==> config.mk <==
export PLATFORM = sky130hd
export DESIGN_NAME = mux_nway_rr
export DESIGN_NICKNAME = d
export VERILOG_FILES = /design/src/rtl/mux_nway_rr_pkg.sv /design/src/rtl/rr_arbiter_n.sv /design/src/rtl/mux_nway_rr.sv
export SDC_FILE = /design/constraint.sdc
export NUM_CORES = 1
export LEC_CHECK = 0
export BUFFER_PORTS_ARGS = -buffer_cell sky130_fd_sc_hd__buf_2
export CAP_MARGIN = 20
export CELL_PAD_IN_SITES_DETAIL_PLACEMENT = 2
export CELL_PAD_IN_SITES_GLOBAL_PLACEMENT = 2
export CORE_MARGIN = 10
export CORE_UTILIZATION = 22
export DETAILED_ROUTE_END_ITERATION = 10
export PLACE_DENSITY_LB_ADDON = 0.1
export SETUP_SLACK_MARGIN = 0.05
export SKIP_CTS_REPAIR_TIMING = 1
export SYNTH_ARGS = -nofsm -noshare
export SYNTH_HDL_FRONTEND = slang
export SYNTH_SLANG_ARGS = --single-unit
==> constraint.sdc <==
create_clock -name clk -period 1.79 [get_ports clk]
set_input_delay 0.0895 -clock clk [delete_from_list [all_inputs] [get_ports clk]]
set_output_delay 0.0895 -clock clk [all_outputs]
set_load 0.01 [all_outputs]
==> src/rtl/mux_nway_rr_pkg.sv <==
// Shared constants and helpers for the registered N-way round-robin mux.
package mux_nway_rr_pkg;

    // Operating modes selected by the MODE parameter.
    localparam int MODE_FIXED = 0;
    localparam int MODE_RR    = 1;

    // Ceiling log2, used to validate the select/grant index width.
    function automatic int clog2(input int value);
        int result;
        result = 0;
        while ((1 << result) < value) begin
            result = result + 1;
        end
        return result;
    endfunction

endpackage

==> src/rtl/rr_arbiter_n.sv <==
// Combinational round-robin arbiter with optional grant lock.
// The search starts just after the last granted channel and wraps modulo N.
module rr_arbiter_n #(
    parameter int N     = 4,
    parameter int SEL_W = 2
) (
    input  logic [N-1:0]     req_i,
    input  logic [SEL_W-1:0] last_grant_i,
    input  logic             lock_i,
    output logic [SEL_W-1:0] grant_o,
    output logic             any_req_o
);

    // Requests padded to the full index range so any index value is legal.
    localparam int SPAN = 1 << SEL_W;

    logic [SPAN-1:0]  req_pad;
    logic             found;
    logic [SEL_W-1:0] idx;

    assign req_pad   = SPAN'(req_i);
    assign any_req_o = |req_i;

    // Lock keeps the previous owner while it still requests; otherwise the
    // first requester after last_grant wins.
    // NOTE: every variable gets a default at the top of always_comb so no
    // path leaves it unassigned, which would otherwise infer a latch.
    always_comb begin
        grant_o = last_grant_i;
        found   = 1'b0;
        idx     = '0;
        if (lock_i && req_pad[last_grant_i]) begin
            found = 1'b1;
        end
        for (int k = 1; k <= N; k++) begin
            idx = SEL_W'((int'(last_grant_i) + k) % N);
            if (!found && req_pad[idx]) begin
                grant_o = idx;
                found   = 1'b1;
            end
        end
    end

endmodule

==> src/rtl/mux_nway_rr.sv <==
// Registered N-way, WIDTH-bit multiplexer with valid/ready on every channel.
// MODE_FIXED takes the channel from sel; MODE_RR arbitrates round-robin with
// an optional lock for bursts. A single output register gives full
// throughput while the consumer is ready.
module mux_nway_rr
    import mux_nway_rr_pkg::*;
#(
    parameter int WIDTH = 16,
    parameter int N     = 4,
    parameter int SEL_W = 2,
    parameter int MODE  = MODE_FIXED
) (
    input  logic                 clk,
    input  logic                 reset,
    input  logic [N*WIDTH-1:0]   in_data,
    input  logic [N-1:0]         in_valid,
    output logic [N-1:0]         in_ready,
    input  logic [SEL_W-1:0]     sel,
    input  logic                 lock,
    output logic [WIDTH-1:0]     out_data,
    output logic [SEL_W-1:0]     out_sel,
    output logic                 out_valid,
    input  logic                 out_ready
);

    localparam int               SPAN       = 1 << SEL_W;
    localparam logic [SEL_W-1:0] LAST_RESET = SEL_W'(N - 1);

    if (SEL_W != clog2(N)) begin : g_bad_sel_w
        $error("mux_nway_rr: SEL_W must equal clog2(N)");
    end

    logic [WIDTH-1:0] out_data_q,   out_data_d;
    logic [SEL_W-1:0] out_sel_q,    out_sel_d;
    logic             out_valid_q,  out_valid_d;
    logic [SEL_W-1:0] last_grant_q, last_grant_d;

    logic             accept;
    logic             request;
    logic             transfer;
    logic [SEL_W-1:0] grant;
    logic [SEL_W-1:0] arb_grant;
    logic             arb_any;
    logic [SPAN-1:0]  valid_pad;
    logic [WIDTH-1:0] sel_data;

    // The output register can take a new word when empty or being drained.
    assign accept    = !out_valid_q || out_ready;
    // Out-of-range sel values (non-power-of-two N) read a zero request bit.
    assign valid_pad = SPAN'(in_valid);

    rr_arbiter_n #(
        .N     (N),
        .SEL_W (SEL_W)
    ) u_arbiter (
        .req_i        (in_valid),
        .last_grant_i (last_grant_q),
        .lock_i       (lock),
        .grant_o      (arb_grant),
        .any_req_o    (arb_any)
    );

    // Pick the grant source for the configured mode.
    always_comb begin
        if (MODE == MODE_RR) begin
            grant   = arb_grant;
            request = arb_any;
        end else begin
            grant   = sel;
            request = valid_pad[sel];
        end
    end

    // One-hot ready towards the granted channel; held low during reset.
    always_comb begin
        in_ready = '0;
        for (int i = 0; i < N; i++) begin
            if (!reset && accept && request && (grant == SEL_W'(i))) begin
                in_ready[i] = 1'b1;
            end
        end
    end

    assign transfer = |(in_valid & in_ready);

    // Data path: only the granted channel's word can reach the register.
    always_comb begin
        sel_data = '0;
        for (int i = 0; i < N; i++) begin
            if (grant == SEL_W'(i)) begin
                sel_data = in_data[i*WIDTH +: WIDTH];
            end
        end
    end

    // Next state: load on transfer, drain on consumer ready, else hold.
    always_comb begin
        out_data_d   = out_data_q;
        out_sel_d    = out_sel_q;
        out_valid_d  = out_valid_q;
        last_grant_d = last_grant_q;
        if (transfer) begin
            out_data_d   = sel_data;
            out_sel_d    = grant;
            out_valid_d  = 1'b1;
            last_grant_d = grant;
        end else if (out_ready) begin
            out_valid_d  = 1'b0;
        end
    end

    // Output and pointer registers with synchronous reset.
    // NOTE: sequential state uses non-blocking assignments so every register
    // samples its pre-edge value regardless of statement order.
    always_ff @(posedge clk) begin
        if (reset) begin
            out_data_q   <= '0;
            out_sel_q    <= '0;
            out_valid_q  <= 1'b0;
            last_grant_q <= LAST_RESET;
        end else begin
            out_data_q   <= out_data_d;
            out_sel_q    <= out_sel_d;
            out_valid_q  <= out_valid_d;
            last_grant_q <= last_grant_d;
        end
    end

    assign out_data  = out_data_q;
    assign out_sel   = out_sel_q;
    assign out_valid = out_valid_q;

endmodule
# Word level (Yosys, flattened, before mapping)
# Index checks and enable logic that the tools add are counted.
dict set report word_totals {
  register_bits 19
}
dict set report op_classes {
  n_bitwise 1
  muxes 12
  n_eq_ne 3
  magnitude_cmp 1
  reduce_logical 12
}
# cell n
set ops {}
lappend ops {{$mux W16} 4}
lappend ops {{$mux W1} 7}
lappend ops {{$logic_and A1 B1 Y1} 6}
lappend ops {{$and A4 B4 Y4} 1}
lappend ops {{$eq A2 B2 Y1 const B} 2}
lappend ops {{$reduce_or A4 Y1} 1}
lappend ops {{$lt A2 B3 Y1 const B} 1}
lappend ops {{$bmux W1 S2} 1}
lappend ops {{$eq A2 B1 Y1 const B} 1}
lappend ops {{$logic_not A1 Y1} 2}
lappend ops {{$logic_not A2 Y1} 1}
lappend ops {{$reduce_bool A2 Y1} 1}
lappend ops {{$logic_or A1 B1 Y1} 1}

# Logic depth before layout (Yosys ltp)
dict set report logic_depth {
  word_depth 9
  mapped_depth 5
  depth_no_buf 3
}

# Worst setup path after synthesis
# OpenSTA, ideal clock, no wires.
dict set report synth_path {
  path_kind {input-to-reg}
  from {in sel[0]}
  to {reg out_data_q[6], in the netlist out_data[6]}
  setup_ps 115
  path_stages 5
  arrival_time_ps 1188
  slack_ps 487
  cell_sequence {buf_6 -> buf_12 -> mux4_2 -> and4_1 -> a31o_1}
}
dict set report synth_via {
  elab_chain_len 7
  word_cells_on_any_way 21
  classes_between {eq/ne: 3; mux: 10; bitwise: 1; reduce/logical: 7}
}
# element line_no
set synth_rtl {}
lappend synth_rtl {{from (decl)} mux_nway_rr.sv:18} ;# input logic [SEL_W-1:0] sel,
lappend synth_rtl {{$bmux W1 S2} mux_nway_rr.sv:70} ;# request = valid_pad[sel];
lappend synth_rtl {{$mux W1 (implied by the code)} mux_nway_rr.sv:70}
lappend synth_rtl {{$logic_and A1 B1 Y1 (2 in series)} mux_nway_rr.sv:78} ;# if (!reset && accept && request && (grant == SEL_W'(i))) begin
lappend synth_rtl {{$mux W1} mux_nway_rr.sv:78}
lappend synth_rtl {{$and A4 B4 Y4} mux_nway_rr.sv:84} ;# assign transfer = |(in_valid & in_ready);
lappend synth_rtl {{$reduce_or A4 Y1} mux_nway_rr.sv:84}
lappend synth_rtl {{to (signal assigned)} mux_nway_rr.sv:122} ;# out_data_q <= out_data_d;
lappend synth_rtl {{to (decl)} mux_nway_rr.sv:33} ;# logic [WIDTH-1:0] out_data_q, out_data_d;
# Parallel ways exist; a longest one is shown, timed or not. The select of a mux whose other input is x is not followed.
# A chain may end at the register's enable or synchronous reset.

# Final worst setup path
dict set report layout_path {
  from {in sel[0]}
  to {out in_ready[0]}
}
dict set report layout_via {
  elab_chain_len 5
  word_cells_on_any_way 6
  classes_between {mux: 3; reduce/logical: 3}
}
# element line_no
set layout_rtl {}
lappend layout_rtl {{$bmux W1 S2} mux_nway_rr.sv:70}
lappend layout_rtl {{$mux W1 (implied by the code)} mux_nway_rr.sv:70}
lappend layout_rtl {{$logic_and A1 B1 Y1} mux_nway_rr.sv:78}
lappend layout_rtl {{$logic_and A1 B1 Y1 (*)} mux_nway_rr.sv:78}
lappend layout_rtl {{$mux W1 (*)} mux_nway_rr.sv:78}
lappend layout_rtl {{to (decl)} mux_nway_rr.sv:17} ;# output logic [N-1:0] in_ready,
# Mark *: on every way between the ends. The rest lies on a longest branch, timed or not. The select of a mux whose other input is x is not followed.

==> results.py <==
metrics = {
    "run_status": {
        "status": "finished, final reports clean",
    },
    "sta": {
        "finalCritPeriodShare": 0.8654,
        "final_max_slew_viol_count": 0,
        "setup_tns_ns": 0,
        "slew-limit-headroom": 0.8407,
        "skew_ns": 0.001338,
        "timing.fmax_mhz": 645.5,
        "min_period_ns": 1.549,
        "hold_viol": 0,
        "rsz0062_at_grt": "false",
        "timing.final.ws_setup_ns": 0.2409,
        "worst_pin_slew_ns": 0.2389,
        "final-setup-viol-count": 0,
    },
    "clocking": {
        "clk_pin_slew_ns": 0.07,
        "clockBufferDepth": 2,
        "h-tree-depth": 1,
        "cts-root-buf": "clkbuf_8",
        "cts_made_buffers": 3,
        "cts_sinks": 19,
        "cts_tree": "built",
        "clk_latency_ns": 0.26,
    },
    "routing": {
        "drt_iter0_markers": 13,
        "avgRoutedWirePerCell_um": 19.24,
        "viasPerCell": 4.851,
        "ant_nets": 0,
        "route.detailed.drc": 0,
        "drt-total-wl_um": 5291,
        "num_vias": 1334,
        "first_pass_iters": 4,
    },
    "global_routing": {
        "gr-usage-met3": 0.04968,
        "grt_max_degree": 21,
        "grt_remaining_overflow": 0,
        "grt_usage": 0.1108,
        "grt_pass1_wl_um": 8645,
        "grt.met2_usage": 0.2009,
        "grt_pass1_vias": 1622,
        "grt.busiest_layer": "met2",
        "met1_usage": 0.1141,
        "antenna_found_initial": 0,
    },
    "logic_synthesis": {
        "synthesis.area_um2": 1296,
        "ys_seq_elements": 19,
        "yosys-top-cells-area": "dfxtp_1, mux4_1, and4_1",
        "synth_edf_count": 0,
        "synth_top_area_frac": 0.2934,
        "synthesis.nets": 182,
        "ys_types": 23,
        "ys.warnings.count": 0,
        "ys_seq_area_frac": 0.2934,
        "synth_common_cells": "dfxtp_1, mux4_1, and4_1",
        "netlist_instances": 108,
        "avgSynthCellArea_um2": 12.00,
        "post-synth-top-area-cell": "dfxtp_1",
        "synth_most_common_cell": "dfxtp_1",
        "async_reset_ff_frac": 0,
        "synthFlopType": "dfxtp_1",
    },
    "critical_path": {
        "path_class": "in2out",
        "endpoint_kind": "primary output",
        "path_max_fanout": 10,
        "worstPathRequired_ns": 1.70,
        "start_kind": "primary input",
        "crit_arrival_ns": 1.46,
    },
    "floorplan": {
        "rows": 27,
        "start_util": 0.2311,
        "io_pins": 97,
        "coreArea_um2": 5608,
        "die_width_um": 96.76,
        "die_area_um2": 9363,
        "die_height_um": 96.76,
    },
    "final_layout": {
        "area.growth.synth_to_final_pct": 47.88,
        "fill_cells": 662,
        "final_layout_size_suffix_gt1_frac": 0.5961,
        "nets": 278,
        "final_core_util": 0.3418,
        "final_cell_area_um2": 1917,
        "antennaDiodeCount": 0,
    },
    "flow_run": {
        "maxCapViolations": 0,
    },
    "placed_design": {
        "gp_congestion": 0.6753,
        "dp_hpwl_um": 4532,
        "place_area_um2": 1866,
        "portBuffers": 95,
        "dpl_worst_slack_ns": 0.1161,
    },
    "pwr": {
        "peakVddDrop_mv": 0.2348,
        "p_total_mw": 1.163,
        "power.leakage_nw": 0.9472,
        "power.density_nw_per_um2": 606.8,
    },
    "worst_hold_path": {
        "hold_path_class": "in2reg",
    },
}
-- critical path: stages --
cell and delay (ns):
buf_2 0.18, mux4_2 0.64, nand3_2 0.20, buf_12 0.15, nor3_1 0.04, buf_2 0.15
-- per-layer routing --
metal	routed length, µm	vias to the layer above
met5	0	-
met4	53	0
met3	410	7
met2	2792	47
met1	2035	644
li1	-	636
-- state kept, by name (all words and copies together) (netlist names) --
signal	cells
out_sel	2
out_valid	1
out_data	16
-- logic make-up after synthesis --
group / Yosys count / share of synthesized area
multiplexers: 19 / 0.3523
AO/OA/AOI/OAI: 23 / 0.1380
buffers and inverters: 22 / 0.08494
AND/OR/NAND/NOR: 25 / 0.1313
flip-flops: 19 / 0.2934
-- per-stage QoR --
stage / hold slack [ns] / cells
finish: 0.1161 / 275
global route: 0.09824 / 275
CTS: 0.1076 / 275
detailed placement: 0.3882 / 271
global placement: 0.3827 / 271
floorplan: 0.3938 / 108
-- layout make-up --
cell class	instances	area, µm²	share of cell area
clock buffer	3	41.29	0.02154
multi-input combinational	67	810.8	0.4230
timing repair buffer	104	555.5	0.2898
inverter	9	33.78	0.01762
tap	72	90.09	0.04700
clock inverter	1	5.005	0.002611
sequential	19	380.4	0.1984
-- final timing paths --
kind | startpoint | end | slack [ns] | cells past startpoint
worst max register to register | out_valid | out_data[11] | 0.64 | 4
worst min register to register | out_sel[1] | out_sel[1] | 0.47 | 2
worst max-delay path | sel[0] | in_ready[0] | 0.24 | 6
worst min-delay path | reset | out_data[10] | 0.12 | 2
-- layout by cell type, fill, tap and decap left out, types with 2 or more instances in the layout --
master    instances
buf_2            95
dfxtp_1          19
nor3_1            2
and4_1           11
a21oi_1           6
buf_4             8
a31o_2            7
mux4_2            3
a31o_1            9
nand4_1           6
inv_1             8
mux4_1           14
nand2_1           2
clkbuf_8          3
nor2_1            2
-- where the power goes --
group          internal (mW)  switching [mW]
logic                  0.204           0.165
clock network          0.155           0.154
registers              0.464          0.0216
total                  0.823           0.340
Note: power is estimated with default switching activity, not from simulation.
